===== config.mk =====
export PLATFORM = sky130hd
export DESIGN_NAME = vga_tile_scanner
export DESIGN_NICKNAME = d
export VERILOG_FILES = /design/src/rtl/vga_tile_pkg.sv /design/src/rtl/tile_axis_tracker.sv /design/src/rtl/vga_tile_scanner.sv
export SDC_FILE = /design/constraint.sdc
export NUM_CORES = 1
export LEC_CHECK = 0
export CAP_MARGIN = 5
export CORE_MARGIN = 10
export CORE_UTILIZATION = 30
export CTS_CLUSTER_SIZE = 10
export DETAILED_ROUTE_END_ITERATION = 7
export SYNTH_ARGS = -nofsm -noshare
export SYNTH_HDL_FRONTEND = slang
export SYNTH_HIERARCHICAL = 1
export SYNTH_SLANG_ARGS = --single-unit

===== constraint.sdc =====
create_clock -name clk -period 5 [get_ports clk]
set_clock_uncertainty 0.2 [all_clocks]
set_input_delay 1.25 -clock clk [delete_from_list [all_inputs] [get_ports clk]]
set_output_delay 1.25 -clock clk [all_outputs]
set_load 0.01 [all_outputs]

===== src/rtl/vga_tile_pkg.sv =====
// Shared VGA timing constants and tile-code type for the 2048 board display.
package vga_tile_pkg;

  localparam int H_ACTIVE = 640;
  localparam int H_FP     = 16;
  localparam int H_SYNC   = 96;
  localparam int H_BP     = 48;
  localparam int H_TOTAL  = H_ACTIVE + H_FP + H_SYNC + H_BP;

  localparam int V_ACTIVE = 480;
  localparam int V_FP     = 10;
  localparam int V_SYNC   = 2;
  localparam int V_BP     = 33;
  localparam int V_TOTAL  = V_ACTIVE + V_FP + V_SYNC + V_BP;

  localparam int BOARD_N = 4;

  typedef logic [3:0] tile_code_t;

  localparam tile_code_t TILE_EMPTY = 4'd0;
  localparam tile_code_t TILE_2048  = 4'd11;

endpackage


===== src/rtl/tile_axis_tracker.sv =====
// Incremental per-axis grid locator: tracks tile index and offset-in-pitch
// from a restart point instead of dividing the raster coordinate.
module tile_axis_tracker #(
  parameter int ORIGIN = 0,
  parameter int TILE   = 96,
  parameter int GAP    = 12
) (
  input  logic       clk,
  input  logic       rst,
  input  logic       i_restart,
  input  logic       i_advance,
  output logic [1:0] o_idx,
  output logic       o_in
);

  localparam int PITCH = GAP + TILE;
  localparam int OFF_W = $clog2(PITCH);
  localparam logic [OFF_W-1:0] OFF_LAST  = OFF_W'(PITCH - 1);
  localparam logic [OFF_W-1:0] GAP_C     = OFF_W'(GAP);
  localparam logic             RST_VALID = (ORIGIN == 0);

  logic [OFF_W-1:0] r_off;
  logic [1:0]       r_idx;
  logic             r_valid;

  // Once past the fourth tile the tracker parks at idx 3 until the next restart.
  always_ff @(posedge clk) begin
    if (rst) begin
      r_off   <= '0;
      r_idx   <= '0;
      r_valid <= RST_VALID;
    end else if (i_restart) begin
      r_off   <= '0;
      r_idx   <= '0;
      r_valid <= 1'b1;
    end else if (i_advance && r_valid) begin
      if (r_off == OFF_LAST) begin
        r_off <= '0;
        if (r_idx == 2'd3) r_valid <= 1'b0;
        else               r_idx   <= r_idx + 2'd1;
      end else begin
        r_off <= r_off + OFF_W'(1);
      end
    end
  end

  assign o_idx = r_idx;
  assign o_in  = r_valid && (r_off >= GAP_C);

endmodule


===== src/rtl/vga_tile_scanner.sv =====
// 640x480@60 raster scanner: locates each pixel in the 4x4 tile grid and
// emits the board tile code with sync, two pix_ce ticks behind the counters.
module vga_tile_scanner
  import vga_tile_pkg::*;
#(
  parameter int TILE = 96,
  parameter int GAP  = 12,
  parameter int X0   = 104,
  parameter int Y0   = 24
) (
  input  logic       clk,
  input  logic       rst,
  input  logic       pix_ce,
  input  logic       wr_en,
  input  logic [1:0] wr_row,
  input  logic [1:0] wr_col,
  input  logic [3:0] wr_code,
  output logic       hsync,
  output logic       vsync,
  output logic       video_on,
  output logic [3:0] state,
  output logic       inpos,
  output logic       frame_start
);

  localparam logic [9:0] HC_LAST  = 10'(H_TOTAL - 1);
  localparam logic [9:0] VC_LAST  = 10'(V_TOTAL - 1);
  localparam logic [9:0] HS_START = 10'(H_ACTIVE + H_FP);
  localparam logic [9:0] HS_END   = 10'(H_ACTIVE + H_FP + H_SYNC - 1);
  localparam logic [9:0] VS_START = 10'(V_ACTIVE + V_FP);
  localparam logic [9:0] VS_END   = 10'(V_ACTIVE + V_FP + V_SYNC - 1);
  localparam logic [9:0] H_ACT    = 10'(H_ACTIVE);
  localparam logic [9:0] V_ACT    = 10'(V_ACTIVE);
  localparam logic [9:0] X0_C     = 10'(X0);
  localparam logic [9:0] Y0_C     = 10'(Y0);

  logic [9:0] r_hc, r_vc;
  logic [9:0] w_hc_next, w_vc_next;
  logic       w_hc_last, w_vc_last;
  logic [1:0] w_col, w_row;
  logic       w_xin, w_yin;

  tile_code_t r_board [BOARD_N*BOARD_N];

  // S0: raster counters
  assign w_hc_last = (r_hc == HC_LAST);
  assign w_vc_last = (r_vc == VC_LAST);
  assign w_hc_next = w_hc_last ? '0 : r_hc + 10'd1;
  assign w_vc_next = w_hc_last ? (w_vc_last ? '0 : r_vc + 10'd1) : r_vc;

  always_ff @(posedge clk) begin
    if (rst) begin
      r_hc <= '0;
      r_vc <= '0;
    end else if (pix_ce) begin
      r_hc <= w_hc_next;
      r_vc <= w_vc_next;
    end
  end

  // Trackers restart on the tick that moves the counter onto the origin, so
  // their state always describes the current counter value.
  tile_axis_tracker #(.ORIGIN(X0), .TILE(TILE), .GAP(GAP)) u_x_trk (
    .clk       (clk),
    .rst       (rst),
    .i_restart (pix_ce && (w_hc_next == X0_C)),
    .i_advance (pix_ce),
    .o_idx     (w_col),
    .o_in      (w_xin)
  );

  tile_axis_tracker #(.ORIGIN(Y0), .TILE(TILE), .GAP(GAP)) u_y_trk (
    .clk       (clk),
    .rst       (rst),
    .i_restart (pix_ce && w_hc_last && (w_vc_next == Y0_C)),
    .i_advance (pix_ce && w_hc_last),
    .o_idx     (w_row),
    .o_in      (w_yin)
  );

  // S1: registered sync, active area, axis flags and cell index
  logic       r_hs_p1, r_vs_p1, r_von_p1, r_xin_p1, r_yin_p1, r_fs_p1;
  logic [1:0] r_col_p1, r_row_p1;
  logic       w_inpos_p1;

  always_ff @(posedge clk) begin
    if (rst) begin
      r_hs_p1  <= 1'b1;
      r_vs_p1  <= 1'b1;
      r_von_p1 <= 1'b0;
      r_xin_p1 <= 1'b0;
      r_yin_p1 <= 1'b0;
      r_fs_p1  <= 1'b0;
      r_col_p1 <= '0;
      r_row_p1 <= '0;
    end else if (pix_ce) begin
      r_hs_p1  <= !((r_hc >= HS_START) && (r_hc <= HS_END));
      r_vs_p1  <= !((r_vc >= VS_START) && (r_vc <= VS_END));
      r_von_p1 <= (r_hc < H_ACT) && (r_vc < V_ACT);
      r_xin_p1 <= w_xin;
      r_yin_p1 <= w_yin;
      r_fs_p1  <= (r_hc == '0) && (r_vc == '0);
      r_col_p1 <= w_col;
      r_row_p1 <= w_row;
    end
  end

  assign w_inpos_p1 = r_xin_p1 && r_yin_p1 && r_von_p1;

  always_ff @(posedge clk) begin
    if (rst) begin
      for (int i = 0; i < BOARD_N*BOARD_N; i++) r_board[i] <= TILE_EMPTY;
    end else if (wr_en) begin
      r_board[{wr_row, wr_col}] <= wr_code;
    end
  end

  // S2: board read and output registers; frame_start lasts one clk only
  logic       r_hs_p2, r_vs_p2, r_von_p2, r_inpos_p2, r_fs_p2;
  tile_code_t r_state_p2;

  always_ff @(posedge clk) begin
    if (rst) begin
      r_hs_p2    <= 1'b1;
      r_vs_p2    <= 1'b1;
      r_von_p2   <= 1'b0;
      r_inpos_p2 <= 1'b0;
      r_state_p2 <= TILE_EMPTY;
      r_fs_p2    <= 1'b0;
    end else begin
      r_fs_p2 <= pix_ce && r_fs_p1;
      if (pix_ce) begin
        r_hs_p2    <= r_hs_p1;
        r_vs_p2    <= r_vs_p1;
        r_von_p2   <= r_von_p1;
        r_inpos_p2 <= w_inpos_p1;
        r_state_p2 <= w_inpos_p1 ? r_board[{r_row_p1, r_col_p1}] : TILE_EMPTY;
      end
    end
  end

  assign hsync       = r_hs_p2;
  assign vsync       = r_vs_p2;
  assign video_on    = r_von_p2;
  assign inpos       = r_inpos_p2;
  assign state       = r_state_p2;
  assign frame_start = r_fs_p2;

endmodule

# Word-level counts from Yosys, hierarchy flattened
# Memory sizes are Yosys's and may differ from the RTL's. A register that Yosys moved wholly into a read port is not among the register bits.
# Index checks and enable logic that the tools add are counted.
dict set report totals {
  regBits 59
  latch_bits 0
  mem_bits_rw 64
  rom_bits 0
  in_bits 12
  output_inout_bits 9
  word_cells 102
  memories 1
}
dict set report op_classes {
  n_addsub 6
  multipliers 0
  div_mod_pow 0
  magnitude_cmp 8
  eq_ne 8
  shifts 0
  mux 24
  bitwise_logic 2
  reduce_logical 31
}
# name words width read_ports rd_ports_with_merged_regs write_ports line_no
set mem_list {}
lappend mem_list {r_board 16 4 1 1 16 vga_tile_scanner.sv:43} ;# tile_code_t r_board [BOARD_N*BOARD_N];
# operator count
set op_table {}
lappend op_table {{$mux 10} 3}
lappend op_table {{$add 10x1->10 const B} 2}
lappend op_table {{$eq 10x10->1 const B} 2}
lappend op_table {{$logic_not 10->1} 2}
lappend op_table {{$mux 4} 5}
lappend op_table {{$add 7x1->7 const B} 2}
lappend op_table {{$eq 7x7->1 const B} 2}
lappend op_table {{$ge 7x4->1 const B} 2}
lappend op_table {{$logic_and 1x1->1} 14}
lappend op_table {{$mux 1} 14}
lappend op_table {{$mux 7} 2}
lappend op_table {{$reduce_and 3->1} 4}
lappend op_table {{$reduce_bool 2->1} 6}
lappend op_table {{$eq 10x5->1 const B} 1}
lappend op_table {{$eq 10x7->1 const B} 1}
lappend op_table {{$ge 10x10->1 const B} 1}
lappend op_table {{$ge 10x9->1 const B} 1}
lappend op_table {{$le 10x10->1 const B} 1}
lappend op_table {{$le 10x9->1 const B} 1}
lappend op_table {{$lt 10x10->1 const B} 1}
lappend op_table {{$lt 10x9->1 const B} 1}
lappend op_table {{$add 2x1->2 const B} 2}
lappend op_table {{$eq 2x2->1 const B} 2}
lappend op_table {{$reduce_or 2->1} 2}
lappend op_table {{3 further kinds} 5}

# Logic depth before layout (Yosys ltp)
# Gate-level depths: netlist of run 1.
dict set report logic_depth {
  word_depth 7
  ltp_mapped 10
  depth_no_buf 10
}

# Cells and area by module
# The synthesis of run 1 kept the hierarchy.
# module instances cells_per_inst area_per_inst_um2 seq_area_each_um2
set modules_own_cells {}
lappend modules_own_cells {vga_tile_scanner 1 472 5198.7 2782.7}
lappend modules_own_cells {tile_axis_tracker 2 69 600.6 200.2}

# Worst setup path before layout of run 1
# Ideal clock, no wire load.
dict set report synth_timing {
  kind {input-to-reg}
  startpoint {input port pix_ce}
  endpoint {register u_y_trk.r_idx[0] (netlist: u_y_trk/o_idx[0])}
  setup_ns 0.130
  arrival_ns 3.093
  path_slack_ns 1.577
  stages 9
  path_buffers 2
  cell_sequence {clkbuf_1 -> inv_1 -> or4_4 -> a221o_1 -> a221oi_2 -> o221a_2 -> or2_1 -> clkbuf_1 -> a21oi_1}
}
dict set report synth_between {
  elab_chain_cells 3
}
# element line_no
set synth_rtl {}
lappend synth_rtl {{start, declared} vga_tile_scanner.sv:13} ;# input logic pix_ce,
lappend synth_rtl {{$logic_and 1x1->1 (*)} {vga_tile_scanner.sv:75, vga_tile_scanner.sv:76}}
lappend synth_rtl {{$logic_and 1x1->1, on equally long branches} {tile_axis_tracker.sv:36, vga_tile_scanner.sv:75}}
lappend synth_rtl {{$reduce_and 3->1 (no source line) or $reduce_or 2->1 (tied branches)} --}
lappend synth_rtl {{end signal, assigned} tile_axis_tracker.sv:40} ;# else r_idx <= r_idx + 2'd1;
lappend synth_rtl {{end, declared} tile_axis_tracker.sv:23} ;# logic [1:0] r_idx;
# Mark *: on every way between the ends. The rest lies on a longest branch, timed or not.
# A chain may end at the register's enable or synchronous reset.

# Final worst setup path of run 1
dict set report layout_timing {
  startpoint {input port pix_ce}
  endpoint {register u_y_trk.r_off[6]}
}
dict set report layout_between {
  elab_chain_cells 3
}
# element line_no
set layout_rtl {}
lappend layout_rtl {{$logic_and 1x1->1 (*)} {vga_tile_scanner.sv:75, vga_tile_scanner.sv:76}}
lappend layout_rtl {{$logic_and 1x1->1} vga_tile_scanner.sv:75} ;# .i_restart (pix_ce && w_hc_last && (w_vc_next == Y0_C)),
lappend layout_rtl {{$reduce_or 2->1 (no source line)} --}
lappend layout_rtl {{end signal, assigned} tile_axis_tracker.sv:42} ;# r_off <= r_off + OFF_W'(1);
lappend layout_rtl {{end, declared} tile_axis_tracker.sv:22} ;# logic [OFF_W-1:0] r_off;
# Marks and branches as above.

==> results.toml, run 1 <==
[worst_setup_path]
worstSetupStartpointType = "primary input"
max_stage_delay_ns = 0.68
arrival_ns = 3.78
crit_fanout = 13
crit_slowest_cell = "or4_4"
cp-startpoint = "pix_ce"
criticalPathCategory = "primary input to register"
worstPathRequired_ns = 5.11
r2r_end = "u_y_trk/r_off[6]"
worstRegToRegCells = 9
endpoint_kind = "register"
crit_chain = "clkdlybuf4s50_1 -> inv_1 -> or4_4 -> a221o_1 -> a221oi_2 -> o221a_2 -> nor2_1 -> o311a_1 -> a31o_1"
r2r-start = "r_hc[0]"
crit_family = "compound AO/OA/AOI/OAI gates"
critPathBufInv = 2
reg2reg_slack_ns = 1.64

[cells_and_area]
fillers = 2098
syn2layout_area_growth_pct = 15.1
drive_gt1_share_pct = 11.2
antennaDiodeCount = 0
final_nets = 638

[synth]
synthesis.area_um2 = 6400
synth_seq_area_share_pct = 49.7
synthMuxAreaShare_pct = 8.91
synth-xor-area-share_pct = 0.821
synth_top_family_by_area = "simple AND/OR/NAND/NOR gates"
synth_nets = 634
synthCells = 610
synthTopCellsByArea = "edfxtp_1 (30%), dfxtp_1 (20%), mux4_2 (7.0%), and2_1 (6.3%), nor2_1 (2.8%)"
synth_top_cell_area_share_pct = 30.0
post_synth.cell_area_avg_um2 = 10.5
synth_compound_area_share_pct = 9.60
synthSimpleGateAreaFrac_pct = 24.7
synth.largest_area_cell = "edfxtp_1"
ys_warn_count = 6
yosys_register_bits = 127
synthTopCellsByCount = "and2_1 (64), edfxtp_1 (64), dfxtp_1 (63), nor2_1 (48), nand2_1 (43)"
ys.flop_type = "edfxtp_1"
synth_cell_types = 59
synthAdderAreaFrac_pct = 2.35
synth_edf_count = 64
async_reset_ff_share_pct = 0

[hold_path]
min-delay-start = "state[3]"
min_path_cells = 2
hp-class = "register to register"
holdPathEnd = "state[3]"

[pwr]
p_seq_share_pct = 47.0
clkPwrFrac_pct = 49.0
p_total_uw = 2440
ir_worst_vdd_mv = 0.219
switchingPower_uw = 544
power.density_nw_per_um2 = 332
combinationalPowerShare_pct = 4.0
p_int_uw = 1900
p_sw_share_pct = 22.3
leakage_uw = 0.00244

[clocking]
path_clk_slew_ns = 0.06
cts_buffers = 17
cts_max_level = 4
cts.root.buffer_cell = "clkbuf_16"
insertion_delay_ns = 0.41
cts_tree = "built"
cts_repair_resize_count = 0
clock-sinks = 127
cts_setup_buffers = 0
cts_hold_buf = 0
cts_buffer_depth = 2

[run]
drv_cap = 0

[floorplanning]
io_pins = 21
die_area_um2 = 27600
core_um2 = 21000
initial_core_util_pct = 30.4
die_h_um = 166
fp.dieW_um = 166
core.rowCount = 53

[drt]
remaining_drc_errors = 0
wl_per_cell_um = 15.2
firstDrtPassIters = 5
drtAntennaViolNets = 0
viasPerCell = 5.00
drt_wl_total_um = 13700
drt_iter0_markers = 316
num_vias = 4506

[global_routing]
grt_pass1_wl_um = 23100
antenna_found_initial = 0
grt_use_total_pct = 10.1
grt_max_degree = 41
grt-ovfl-total = 0
grt_pass1_vias = 4405

[timing]
grt_setup_unrepaired = "no"
slew_viol_final = 0
fmax_mhz = 273
hold_violations = 0
finalCritPeriodShare_pct = 73.3
tightestPinTransition_ns = 1.08
layout_min_cycle_time_ns = 3.67
finalWorstSetupSlack_ns = 1.33
hold-worst-slack_ns = 0.258
final.setup.tns_ns = 0
relSlewSlack_pct = 28.1
setup_viol = 0

[run_status]
status = "finished clean"

[placement]
dpl_worst_slack_ns = 0.924
io_buffers = 20
dp_hpwl_um = 9390
gp_congestion = 0.795
-- logic make-up after synthesis --
logic type | after synthesis
buffers and inverters | 60
multiplexers | 32
AO/OA/AOI/OAI | 96
adder cells (fa/ha/maj) | 12
AND/OR/NAND/NOR | 277
XOR/XNOR | 6
flip-flops | 127
-- power groups by stage --
stage	registers [uW]	logic [uW]	clock network [uW]
final	1150	97.7	1200
after global routing	1150	109	1270
after CTS	1150	99.2	1220
after detailed placement	1170	99.0	0
after global placement	1170	97.6	0
after floorplan	1160	66.1	0
-- sequential cells by signal, indices dropped and copies added (netlist names), 2 cells and up, named ones only --
signal         count
u_y_trk/r_off      7
r_vc              10
r_board           64
u_y_trk/o_idx      2
r_hc              10
r_col_p1           2
state              4
r_row_p1           2
u_x_trk/o_idx      2
u_x_trk/r_off      7
-- tightest hold or removal path, cell delays in order (launching register included) --
cell and delay, ns:
dfxtp_1 0.33, nand2_1 0.05, o21ai_0 0.05
-- routing by layer --
layer	track usage, %	part of all wire [%]
met2	15.6	47
met5	0	0
met3	3.15	3.9
met4	2.43	0.71
met1	13.5	48
-- through the flow --
| step | instances | utilization (%) | area, um2 |
|---|---|---|---|
| 5_1_grt | 902 | 35.0 | 7370 |
| 2_1_floorplan | 610 | - | 6400 |
| 4_1_cts | 902 | 35.0 | 7370 |
| 3_3_place_gp | 870 | 32.3 | 6790 |
| 3_5_place_dp | 870 | 32.3 | 6790 |
| 6_report | 902 | 35.0 | 7370 |
-- cell type report --
class                      instances  area (um2)  share of cell area, %
tap                              275         344                   4.67
inverter                          22        82.6                   1.12
sequential                       127        3180                   43.2
clock buffer                      18         429                   5.83
multi-input combinational        423        2970                   40.3
timing repair buffer              23         218                   2.96
clock inverter                    14         144                   1.95
-- how the worst max path moves through the flow --
stage	depth (start not counted)	slack, ns	end
detailed placement	9	0.92	u_y_trk/r_off[6]
global route	9	1.21	u_y_trk/r_off[6]
floorplan	9	1.58	u_y_trk/o_idx[0]
CTS	9	1.36	u_y_trk/r_off[6]
global placement	9	0.95	u_y_trk/r_off[6]
finish	9	1.33	u_y_trk/r_off[6]
-- cell usage in the layout (no fill, tap or decap), types with 12 or more instances in the layout --
| cell type | instances |
|---|---|
| clkbuf_16 | 17 |
| nand3_1 | 17 |
| nand2_1 | 43 |
| nor2_1 | 48 |
| edfxtp_1 | 64 |
| inv_1 | 21 |
| o21ai_0 | 28 |
| mux4_2 | 20 |
| and2_1 | 64 |
| or3_1 | 13 |
| a21oi_1 | 30 |
| nor3_1 | 20 |
| clkdlybuf4s50_1 | 19 |
| ha_1 | 12 |
| dfxtp_1 | 63 |
| mux2i_1 | 12 |
Power figures use the tool's default switching activity.
==> run 2: changes to the inputs <==
==> constraint.sdc (replaced) <==
create_clock -name clk -period 3.4 [get_ports clk]
set_clock_uncertainty 0.2 [all_clocks]
set_input_delay 0.85 -clock clk [delete_from_list [all_inputs] [get_ports clk]]
set_output_delay 0.85 -clock clk [all_outputs]
set_load 0.01 [all_outputs]
==> run 2 against run 1 <==
Net effect: non-clock buffer count is 18 higher; worst setup slack worse by 0.94 ns; register-to-register slack worse by 1.2 ns; flip-flop and latch count stayed put; global-route usage is 0.11 points higher; via count is 2.0% higher; sequential power is 47% higher; combinational power is 53% higher; clock power is 58% higher; total power is 53% higher; critical endpoint unchanged; highest routed layer unchanged.
==> results.toml, run 2 (synthesized netlist as in run 1, its figures left out) <==
[run_status]
status = "finished clean"

[cells_and_area]
largest_reg_flops = 64
register_area_um2 = 3180
multi_input_area_um2 = 2970
reg.largest.list = "r_board (64), r_hc (10), r_vc (10)"
max_flop_register = "r_board"
final_cell_mix = "and2_1 (64), edfxtp_1 (64), dfxtp_1 (63)"
antennaDiodeCount = 0
drive_gt1_share_pct = 13.8
final_nets = 656
instances_no_fill = 920
fillers = 2072
syn2layout_area_growth_pct = 17.9

[placement]
dp.cells = 888
dp_hpwl_um = 9530
io_buffers = 20
gp_congestion = 0.833

[floorplanning]
die_area_um2 = 27600
io_pins = 21
die_h_um = 166
core_um2 = 21000
fp.dieW_um = 166
initial_core_util_pct = 30.4
core.rowCount = 53

[pwr]
power.density_nw_per_um2 = 495
combinationalPowerShare_pct = 4.0
p_int_uw = 2940
leakage_uw = 0.00256
ir_worst_vdd_mv = 0.372
p_seq_share_pct = 45.2
switchingPower_uw = 796
clkPwrFrac_pct = 50.8
p_sw_share_pct = 21.3

[worst_setup_path]
criticalPathCategory = "register to register"
reg2reg_slack_ns = 0.40
worstSetupStartpointType = "register"
endpoint_kind = "register"
worstPathRequired_ns = 3.51
arrival_ns = 3.11
crit_fanout = 8

[drt]
viasPerCell = 5.00
wl_per_cell_um = 15.2
remaining_drc_errors = 0
drt_iter0_markers = 300
num_vias = 4598
firstDrtPassIters = 4
drt_wl_total_um = 14000
drtAntennaViolNets = 0

[hold_path]
hp-class = "register to register"

[clocking]
cts.root.buffer_cell = "clkbuf_16"
cts_hold_buf = 0
clock-sinks = 127
cts_buffers = 17
path_clk_slew_ns = 0.06
cts_tree = "built"
cts_max_level = 4
cts_buffer_depth = 2
cts_setup_buffers = 0
insertion_delay_ns = 0.42
cts_repair_resize_count = 0

[timing]
layout_min_cycle_time_ns = 3.00
setup_viol = 0
finalCritPeriodShare_pct = 88.3
slew_viol_final = 0
relSlewSlack_pct = 48.3
hold_violations = 0
grt_setup_unrepaired = "no"
final.setup.tns_ns = 0
tightestPinTransition_ns = 0.775
fmax_mhz = 333

[run]
drv_cap = 0

[global_routing]
grt_use_total_pct = 10.2
grt_pass1_vias = 4490
antenna_found_initial = 0
grt_pass1_wl_um = 23400
grt-ovfl-total = 0
grt_max_degree = 41
==> run 2: cell count changes in the layout (fill, tap and decap cells not counted), sizes merged <==
cell	previous run	this run
clkbuf	18	17
clkinvlp	3	2
bufinv	2	4
clkinv	9	8
inv	22	23
buf	4	22
==> run 2: worst max-delay path, cell delays in order, from the launching register on <==
cell and delay [ns]:
dfxtp_1 0.46, ha_1 0.28, nand4_1 0.27, or3_1 0.50, or3_1 0.38, a21oi_1 0.17, o221a_2 0.24, nor2_1 0.08
o311a_1 0.15, a31o_1 0.18
==> run 2: worst paths after layout <==
kind	from	to	cells past startpoint
hold / removal	state[3]	state[3]	2
hold reg to reg	state[3]	state[3]	2
setup / recovery	r_hc[0]	u_y_trk/r_off[6]	9
setup reg to reg	r_hc[0]	u_y_trk/r_off[6]	9
==> run 2: power groups by stage <==
stage          combinational, uW  sequential [uW]  clock (uW)
3_3_place_gp                 149             1720           0
6_report                     149             1690        1900
5_1_grt                      166             1690        2000
4_1_cts                      150             1690        1930
3_5_place_dp                 150             1720           0
2_1_floorplan               97.2             1700           0
==> run 2: area by class of cell <==
| class | count | area share (%) |
|---|---|---|
| Timing Repair Buffer | 41 | 4.68 |
| Clock buffer | 17 | 5.64 |
| Tap cell | 275 | 4.56 |
| Multi-Input combinational cell | 423 | 39.3 |
| Sequential cell | 127 | 42.2 |
| Inverter | 22 | 1.09 |
| Clock inverter | 15 | 2.55 |
==> run 2: per-layer routing <==
layer	global-route usage, %	share of wire (%)	up-vias
met5	0	0	-
met4	2.89	1.1	0
met3	2.98	3.9	10
met1	13.2	48	2205
met2	16.2	47	90
li1	-	-	2293
==> run 2: through the flow <==
step | worst slack (ns) | power (uW) | cell area, um2 | utilization (%) | hold slack, ns
floorplan | 0.377 | 1800 | 6400 | - | 0.237
global placement | 0.0264 | 1870 | 6930 | 33.0 | 0.245
detailed placement | 0.00598 | 1870 | 6930 | 33.0 | 0.258
CTS | 0.407 | 3770 | 7550 | 35.9 | 0.271
global route | 0.178 | 3860 | 7550 | 35.9 | 0.294
finish | 0.399 | 3740 | 7550 | 35.9 | 0.261
